<file path="src/rtl/uart_cmd_parser.sv">
// UART byte stream -> SD command frame assembler (SYNC, CMD, ARG x4, SUM) with valid/ready output.
// Define UART_CMD_CRC7_EN to compute cmd_crc7 serially before presenting the command.
module uart_cmd_parser #(
  parameter logic [7:0] SYNC_BYTE      = 8'hA5,
  parameter int         TIMEOUT_CYCLES = 520800,
  parameter int         TO_W           = 20
) (
  input  logic        ex_clk,
  input  logic        reset,
  input  logic        rx_valid,
  input  logic [7:0]  rx_data,
  output logic        rx_ack,
  output logic        cmd_valid,
  input  logic        cmd_ready,
  output logic [5:0]  cmd_index,
  output logic [31:0] cmd_arg,
  output logic [6:0]  cmd_crc7,
  output logic        err_checksum,
  output logic        err_frame,
  output logic        err_timeout,
  output logic        busy
);

`ifdef UART_CMD_CRC7_EN
  typedef enum logic [2:0] {S_IDLE, S_CMD, S_ARG, S_SUM, S_CRC, S_OUT} state_t;
`else
  typedef enum logic [2:0] {S_IDLE, S_CMD, S_ARG, S_SUM, S_OUT} state_t;
`endif

  localparam logic [TO_W-1:0] TO_LAST = TO_W'(TIMEOUT_CYCLES - 1);

  state_t            state_q, state_d;
  logic [TO_W-1:0]   to_q, to_d;
  logic [5:0]        idx_q, idx_d, oidx_q, oidx_d;
  logic [31:0]       arg_q, arg_d, oarg_q, oarg_d;
  logic [7:0]        sum_q, sum_d;
  logic [1:0]        cnt_q, cnt_d;
  logic              ack_q;
  logic              errc_q, errc_d, errf_q, errf_d, errt_q, errt_d;
  logic              accepting, take;
`ifdef UART_CMD_CRC7_EN
  logic [6:0]        crc_q, crc_d;
  logic [39:0]       crc_sh_q, crc_sh_d;
  logic [5:0]        crc_cnt_q, crc_cnt_d;
  logic              crc_fb;
`endif

  // The cycle after an ack the upstream register still shows the old byte, so it is skipped.
  assign accepting = (state_q == S_IDLE) || (state_q == S_CMD) ||
                     (state_q == S_ARG)  || (state_q == S_SUM);
  assign take      = reset && rx_valid && accepting && !ack_q;

  always_comb begin
    state_d = state_q;
    to_d    = to_q;
    idx_d   = idx_q;
    arg_d   = arg_q;
    sum_d   = sum_q;
    cnt_d   = cnt_q;
    oidx_d  = oidx_q;
    oarg_d  = oarg_q;
    errc_d  = 1'b0;
    errf_d  = 1'b0;
    errt_d  = 1'b0;
`ifdef UART_CMD_CRC7_EN
    crc_d     = crc_q;
    crc_sh_d  = crc_sh_q;
    crc_cnt_d = crc_cnt_q;
    crc_fb    = crc_sh_q[39] ^ crc_q[6];
`endif
    unique case (state_q)
      S_IDLE: begin
        to_d = '0;
        if (take && rx_data == SYNC_BYTE) state_d = S_CMD;
      end
      S_CMD, S_ARG, S_SUM: begin
        if (take) begin
          to_d = '0;
          if (state_q == S_CMD) begin
            if (rx_data[7:6] != 2'b01) begin
              errf_d  = 1'b1;
              state_d = S_IDLE;
            end else begin
              idx_d   = rx_data[5:0];
              sum_d   = rx_data;
              cnt_d   = 2'd0;
              state_d = S_ARG;
            end
          end else if (state_q == S_ARG) begin
            arg_d = {arg_q[23:0], rx_data};
            sum_d = sum_q ^ rx_data;
            cnt_d = cnt_q + 2'd1;
            if (cnt_q == 2'd3) state_d = S_SUM;
          end else if (rx_data == sum_q) begin
            oidx_d = idx_q;
            oarg_d = arg_q;
`ifdef UART_CMD_CRC7_EN
            crc_d     = 7'd0;
            crc_sh_d  = {2'b01, idx_q, arg_q};
            crc_cnt_d = 6'd0;
            state_d   = S_CRC;
`else
            state_d = S_OUT;
`endif
          end else begin
            errc_d  = 1'b1;
            state_d = S_IDLE;
          end
        end else if (to_q == TO_LAST) begin
          errt_d  = 1'b1;
          to_d    = '0;
          state_d = S_IDLE;
        end else begin
          to_d = to_q + TO_W'(1);
        end
      end
`ifdef UART_CMD_CRC7_EN
      S_CRC: begin
        to_d      = '0;
        crc_d     = {crc_q[5:0], 1'b0} ^ (crc_fb ? 7'h09 : 7'h00);
        crc_sh_d  = {crc_sh_q[38:0], 1'b0};
        crc_cnt_d = crc_cnt_q + 6'd1;
        if (crc_cnt_q == 6'd39) state_d = S_OUT;
      end
`endif
      S_OUT: begin
        to_d = '0;
        if (cmd_ready) state_d = S_IDLE;
      end
      default: state_d = S_IDLE;
    endcase
  end

  always_ff @(posedge ex_clk or negedge reset) begin
    if (!reset) begin
      state_q <= S_IDLE;
      to_q    <= '0;
      idx_q   <= '0;
      arg_q   <= '0;
      sum_q   <= '0;
      cnt_q   <= '0;
      oidx_q  <= '0;
      oarg_q  <= '0;
      ack_q   <= 1'b0;
      errc_q  <= 1'b0;
      errf_q  <= 1'b0;
      errt_q  <= 1'b0;
`ifdef UART_CMD_CRC7_EN
      crc_q     <= '0;
      crc_sh_q  <= '0;
      crc_cnt_q <= '0;
`endif
    end else begin
      state_q <= state_d;
      to_q    <= to_d;
      idx_q   <= idx_d;
      arg_q   <= arg_d;
      sum_q   <= sum_d;
      cnt_q   <= cnt_d;
      oidx_q  <= oidx_d;
      oarg_q  <= oarg_d;
      ack_q   <= take;
      errc_q  <= errc_d;
      errf_q  <= errf_d;
      errt_q  <= errt_d;
`ifdef UART_CMD_CRC7_EN
      crc_q     <= crc_d;
      crc_sh_q  <= crc_sh_d;
      crc_cnt_q <= crc_cnt_d;
`endif
    end
  end

  assign rx_ack       = take;
  assign cmd_valid    = (state_q == S_OUT);
  assign cmd_index    = oidx_q;
  assign cmd_arg      = oarg_q;
`ifdef UART_CMD_CRC7_EN
  assign cmd_crc7     = crc_q;
`else
  assign cmd_crc7     = 7'd0;
`endif
  assign err_checksum = errc_q;
  assign err_frame    = errf_q;
  assign err_timeout  = errt_q;
  assign busy         = (state_q != S_IDLE);

endmodule

</file>
<file path="config.mk">
export PLATFORM = sky130hd
export DESIGN_NAME = uart_cmd_parser
export DESIGN_NICKNAME = d
export VERILOG_FILES = /design/src/rtl/uart_cmd_parser.sv
export SDC_FILE = /design/constraint.sdc
export NUM_CORES = 1
export LEC_CHECK = 0
export CAP_MARGIN = 20
export CORE_MARGIN = 2
export CORE_UTILIZATION = 45
export CTS_CLUSTER_DIAMETER = 30
export DETAILED_ROUTE_END_ITERATION = 8
export MAX_ROUTING_LAYER = met4
export PLACE_DENSITY = 0.79
export SYNTH_ARGS = -nofsm -noshare
export SYNTH_HDL_FRONTEND = slang
export SYNTH_SLANG_ARGS = --single-unit
</file>
<file path="constraint.sdc">
create_clock -name ex_clk -period 3.8 [get_ports ex_clk]
set_input_delay 1.14 -clock ex_clk [delete_from_list [all_inputs] [get_ports ex_clk]]
set_output_delay 1.14 -clock ex_clk [all_outputs]
set_load 0.02 [all_outputs]
</file>
Word level (Yosys, flattened, before mapping) --
Index checks and enable logic that the tools add are counted.
Cells by class: mux-type cells 31, equality and inequality tests 14, bitwise logic cells 4, add/subtract/negate cells 2, reductions and logical operators 19
Operators with widths (number):
- $mux 20 | 2
- $pmux 20 s2 | 1
- $mux 3 | 8
- $mux 8 | 3
- $add 20x1->20 const B | 1
- $eq 20x19->1 const B | 1
- $reduce_and 4->1 | 4
- $mux 1 | 12
- $pmux 3 s3 | 1
- $eq 8x8->1 | 1
- $eq 8x8->1 const B | 1
- $mux 2 | 4
- $xor 8x8->8 | 1
- $eq 3x2->1 const B | 2
- $ne 2x1->1 const B | 3
- $ne 5x5->1 const B | 1
- $reduce_and 5->1 | 1
- $logic_and 1x1->1 | 4
- $reduce_bool 2->1 | 2
- $eq 3x1->1 const B | 1
- $eq 3x3->1 const B | 1
- $logic_not 3->1 | 1
- $logic_or 1x1->1 | 3
- $ne 3x3->1 const B | 1
- other kinds (8) | 10
Word-level totals: logic and storage cells 82, output and inout bits 51, bits in registers 113, input port bits 12

Depth between registers and ports, before layout --
word-level depth 9, gate-level depth with buffers 9, mapped depth without buffers 6

Worst setup path before layout --
Ideal clock, no wire load.
kind input to output, from in rx_valid, to out rx_ack, data required time 2660 ps, path buffers 0, slack 905 ps, stages 2, arrival 1755 ps, cell sequence nand3b_1 nor2_1
Between the ends: longest elaborated chain between the ends 3
RTL lines:
- from (decl) | RTL line 10 | input logic rx_valid,
- $logic_and 1x1->1 (3 in a row) | RTL line 51 | assign take = reset && rx_valid && accepting && !ack_q;
- to (decl) | RTL line 12 | output logic rx_ack,
Every way passes these cells.

Final worst setup path --
Same ends and word-level chain as after synthesis.

==> summary.log <==
[run_status] result of the run completed
[cts] clock latency on the worst-skew pair 510 ps
[power_and_ir_drop] power after layout 3560 uW
[critical_path] r2r setup slk 1310 ps
[logic_synthesis] share of the yosys chip area belonging to registers 0.569
[sta] Min Clock Period, post-route 3710 ps
[floorplanning] chip height 109 microns
[logic_synthesis] share of the synthesized area in the top cell type 0.569
[sta] number of hold violations in the final report 0
[floorplanning] DIE WIDTH 109 microns
[sta] highest attainable clock frequency 270 MHz
[cts] CTS tree built
[critical_path] Worst setup SP type input pin
[place] # port buffers 55
[critical_path] Worst setup EP type output pin
[sta] final max-slew violation count 0
[routing] Wirelength per Cell 16.0 microns
[final_layout] fill cell total of the finished layout 842
[floorplanning] row count 38
[logic_synthesis] top-count cell post-synth sky130_fd_sc_hd__dfrtp_1
[critical_path] launching point of the worst reg2reg path to_q[0]$_DFFE_PN0P_
[routing] drt pass-1 iters 6
[final_layout] layout cells sized above 1 0.274
[routing] number of vias in the routed layout 3398
[logic_synthesis] leading post-synthesis cells by instance count sky130_fd_sc_hd__dfrtp_1 (113), sky130_fd_sc_hd__mux2_2 (76), sky130_fd_sc_hd__a21oi_1 (30)
[global_route] total congestion overflow 0
[critical_path] critical path's largest stage delay 640 ps
[sta] worst hold slack 476 ps
[place] Placer Congestion 0.852
[critical_path] cell at the slowest stage of the critical path sky130_fd_sc_hd__clkdlybuf4s50_1
[floorplanning] placeable core region 10800 sq um
[hold_path] Hold Crit Depth 1
[run] total of max-cap violations 0
[logic_synthesis] post-synthesis sequential element count 113
[place] Post-DP HPWL 6550 microns
[cts] Clock Tree Buf Depth 2
[sta] RSZ-0062 raised after global routing false
[floorplanning] starting utilization of the core area 0.460
[floorplanning] number of I/O pins 63
[global_route] wire length of the first global-routing pass 16800 microns
[hold_path] worst min-delay path category reg2reg
[logic_synthesis] Post-Synthesis Mean Instance Area 12.3 sq um
[routing] DRT iter0 DRCs 211
[cts] Worst-path clk slew 50 ps
[critical_path] count of buffering cells on the critical path with inverters included 2
[final_layout] post-layout net count 481
[critical_path] worst setup path endpoint rx_ack
[cts] TritonCTS sink count 113
[critical_path] cell family with most CP delay buffers and inverters
[power_and_ir_drop] reported leakage power 0.00290 uW
[sta] setup TNS 0 ps
[place] standard cell area after detailed placement 5640 sq um
[power_and_ir_drop] VDD IR-drop max 0.278 mV
[critical_path] Crit path top cell by count sky130_fd_sc_hd__clkdlybuf4s50_1
[global_route] largest net degree at the start of global routing 59
[critical_path] data required time at the worst endpoint 2660 ps
[power_and_ir_drop] power density over cell area 571 nW/um^2
[final_layout] number of inserted diodes 0
[logic_synthesis] number of synthesized flops with an enable pin 0
[sta] setup violation total in the final timing report 0
[cts] library cell used as clock root buffer sky130_fd_sc_hd__clkbuf_8
[logic_synthesis] summed instance area of the synthesized netlist 4970 sq um
[final_layout] final instance area 6230 sq um
[critical_path] reg2reg path depth 6
[routing] wirelength, routed 9900 microns
[sta] Max Clock Skew 7.42 ps
[cts] cells resized by post-CTS repair 0
[global_route] via count of the first global-routing pass 3421
[cts] total CTS buffers 17
[critical_path] logic depth of the worst path, buffers included 4
[logic_synthesis] gate count after technology mapping 403
[logic_synthesis] Yosys top cell by area sky130_fd_sc_hd__dfrtp_1
[global_route] initial antenna violation count 0
[logic_synthesis] count of different cell masters after synthesis 49
[final_layout] area overhead of the layout relative to synthesis 25.3%
[routing] final antenna-violating net count 0
[sta] ratio of final minimum period to clock period 0.975
[routing] Post-route DRC 0
[logic_synthesis] top area cells in the synthesized netlist sky130_fd_sc_hd__dfrtp_1 (57%), sky130_fd_sc_hd__mux2_2 (17%), sky130_fd_sc_hd__a21oi_1 (3.0%)
[logic_synthesis] async set-or-reset flop fraction in the synthesized netlist 1.00
[logic_synthesis] Primary FF master, synth sky130_fd_sc_hd__dfrtp_1
[critical_path] terminus of the critical flop-to-flop path to_q[18]$_DFFE_PN0P_
[cts] Setup Fix Bufs, Post-CTS 0
[floorplanning] floorplan die area 11900 sq um
[global_route] total global-route track usage 0.191
[critical_path] chain of cells forming the critical path clkdlybuf4s50_1 > nand3b_1 > nor2_1 > clkdlybuf4s50_1
[hold_path] launch point of the worst hold path to_q[19]$_DFFE_PN0P_
[cts] H-Tree Level Count 4
[sta] remaining max-slew budget at the tightest pin 0.392
[critical_path] critical path arrival 2570 ps
[sta] slew of the pin with the lowest slew margin 904 ps
[critical_path] launching instance or port of the critical path rx_valid
[critical_path] critical path fanouts, max 2
[routing] routed via count divided by cell count 5.50
[critical_path] critical path type in2out
[cts] number of buffers added to fix hold violations after cts 0
[logic_synthesis] YS warnings 0
layer usage:
layer / share of wire / up-vias / wire length (microns) / GRT usage
met5: 0 / - / 0 / -
met4: 0.012 / 0 / 115 / 0.0696
met3: 0.040 / 12 / 400 / 0.0544
met2: 0.50 / 85 / 4940 / 0.295
met1: 0.45 / 1709 / 4440 / 0.240
li1: - / 1592 / - / -
cells in the final DEF, fill, tap and decap left out, types with 2 or more instances in the layout:
master,synthesis,routed
sky130_fd_sc_hd__or3_1,2,2
sky130_fd_sc_hd__conb_1,1,7
sky130_fd_sc_hd__clkbuf_8,0,3
sky130_fd_sc_hd__mux2_4,2,2
sky130_fd_sc_hd__nor3_1,3,3
sky130_fd_sc_hd__a41oi_1,3,3
sky130_fd_sc_hd__xnor2_1,8,8
sky130_fd_sc_hd__nor2_1,11,11
sky130_fd_sc_hd__clkdlybuf4s50_1,0,54
sky130_fd_sc_hd__nor4_4,2,2
sky130_fd_sc_hd__nand2_1,19,19
sky130_fd_sc_hd__clkbuf_16,0,16
sky130_fd_sc_hd__a31oi_1,11,11
sky130_fd_sc_hd__clkinvlp_4,0,3
sky130_fd_sc_hd__nor2b_1,4,4
sky130_fd_sc_hd__nor4_1,2,2
sky130_fd_sc_hd__bufinv_16,0,3
sky130_fd_sc_hd__buf_4,8,13
sky130_fd_sc_hd__mux2_2,76,76
sky130_fd_sc_hd__nand4_1,6,6
sky130_fd_sc_hd__nand2b_1,5,5
sky130_fd_sc_hd__inv_1,5,5
sky130_fd_sc_hd__and3_1,5,5
sky130_fd_sc_hd__ha_1,2,2
sky130_fd_sc_hd__o21ai_0,18,18
sky130_fd_sc_hd__nand3_1,25,24
sky130_fd_sc_hd__clkinv_2,0,3
sky130_fd_sc_hd__a21oi_1,30,30
sky130_fd_sc_hd__dfrtp_1,113,113
sequential cells by signal (all words and copies together), names as in the netlist:
register      flops
cmd_index         6
cmd_arg          32
cnt_q             2
err_checksum      1
to_q             20
sum_q             8
idx_q             6
err_frame         1
ack_q             1
err_timeout       1
state_q           3
arg_q            32
worst reg2reg max path, delay by kind of cell (launching register included):
kind / cells / cell delay [ps]
AOI/OAI and AO/OA: 1 / 100
adders and majority gates: 1 / 250
DFF: 1 / 400
and+or+nand+nor: 4 / 1660
worst min-delay path by stage:
| stage | to | slack, ps |
|---|---|---|
| after CTS | to_q[19]$_DFFE_PN0P_ | 480 |
| after global placement | to_q[19]$_DFFE_PN0P_ | 460 |
| after global routing | to_q[19]$_DFFE_PN0P_ | 490 |
| after detailed placement | to_q[19]$_DFFE_PN0P_ | 470 |
| after floorplan | to_q[19]$_DFFE_PN0P_ | 440 |
| final | to_q[19]$_DFFE_PN0P_ | 480 |
metrics by stage:
stage	cells	utilization	setup slack [ps]
floorplan	409	-	905
global placement	587	0.523	85.5
detailed placement	587	0.523	89.6
CTS	617	0.577	74.1
global route	618	0.577	41.4
finish	618	0.577	93.6
cell families after synthesis:
logic type	after synthesis	synth area share
flip-flops	113	0.569
AO/OA/AOI/OAI	73	0.0874
adder cells (fa/ha/maj)	2	0.00503
XOR/XNOR	8	0.0141
other	1	0.000755
AND/OR/NAND/NOR	93	0.106
buffers and inverters	34	0.0378
multiplexers	79	0.180
layout make-up:
cell class / count / area, sq um / area share
Timing Repair Buffer: 68 / 643 / 0.103
Clock buffer: 20 / 445 / 0.0715
Tap cell: 140 / 175 / 0.0281
Clock inverter: 10 / 136 / 0.0219
Multi-Input combinational cell: 262 / 1980 / 0.318
Inverter: 5 / 18.8 / 0.00301
Sequential cell: 113 / 2830 / 0.454
where the power goes:
part,switching (uW),total [uW],internal (uW)
Sequential,126,1470,1350
Clock,519,1540,1020
Combinational,294,542,249
No activity file was read; power rests on OpenSTA's default activity.
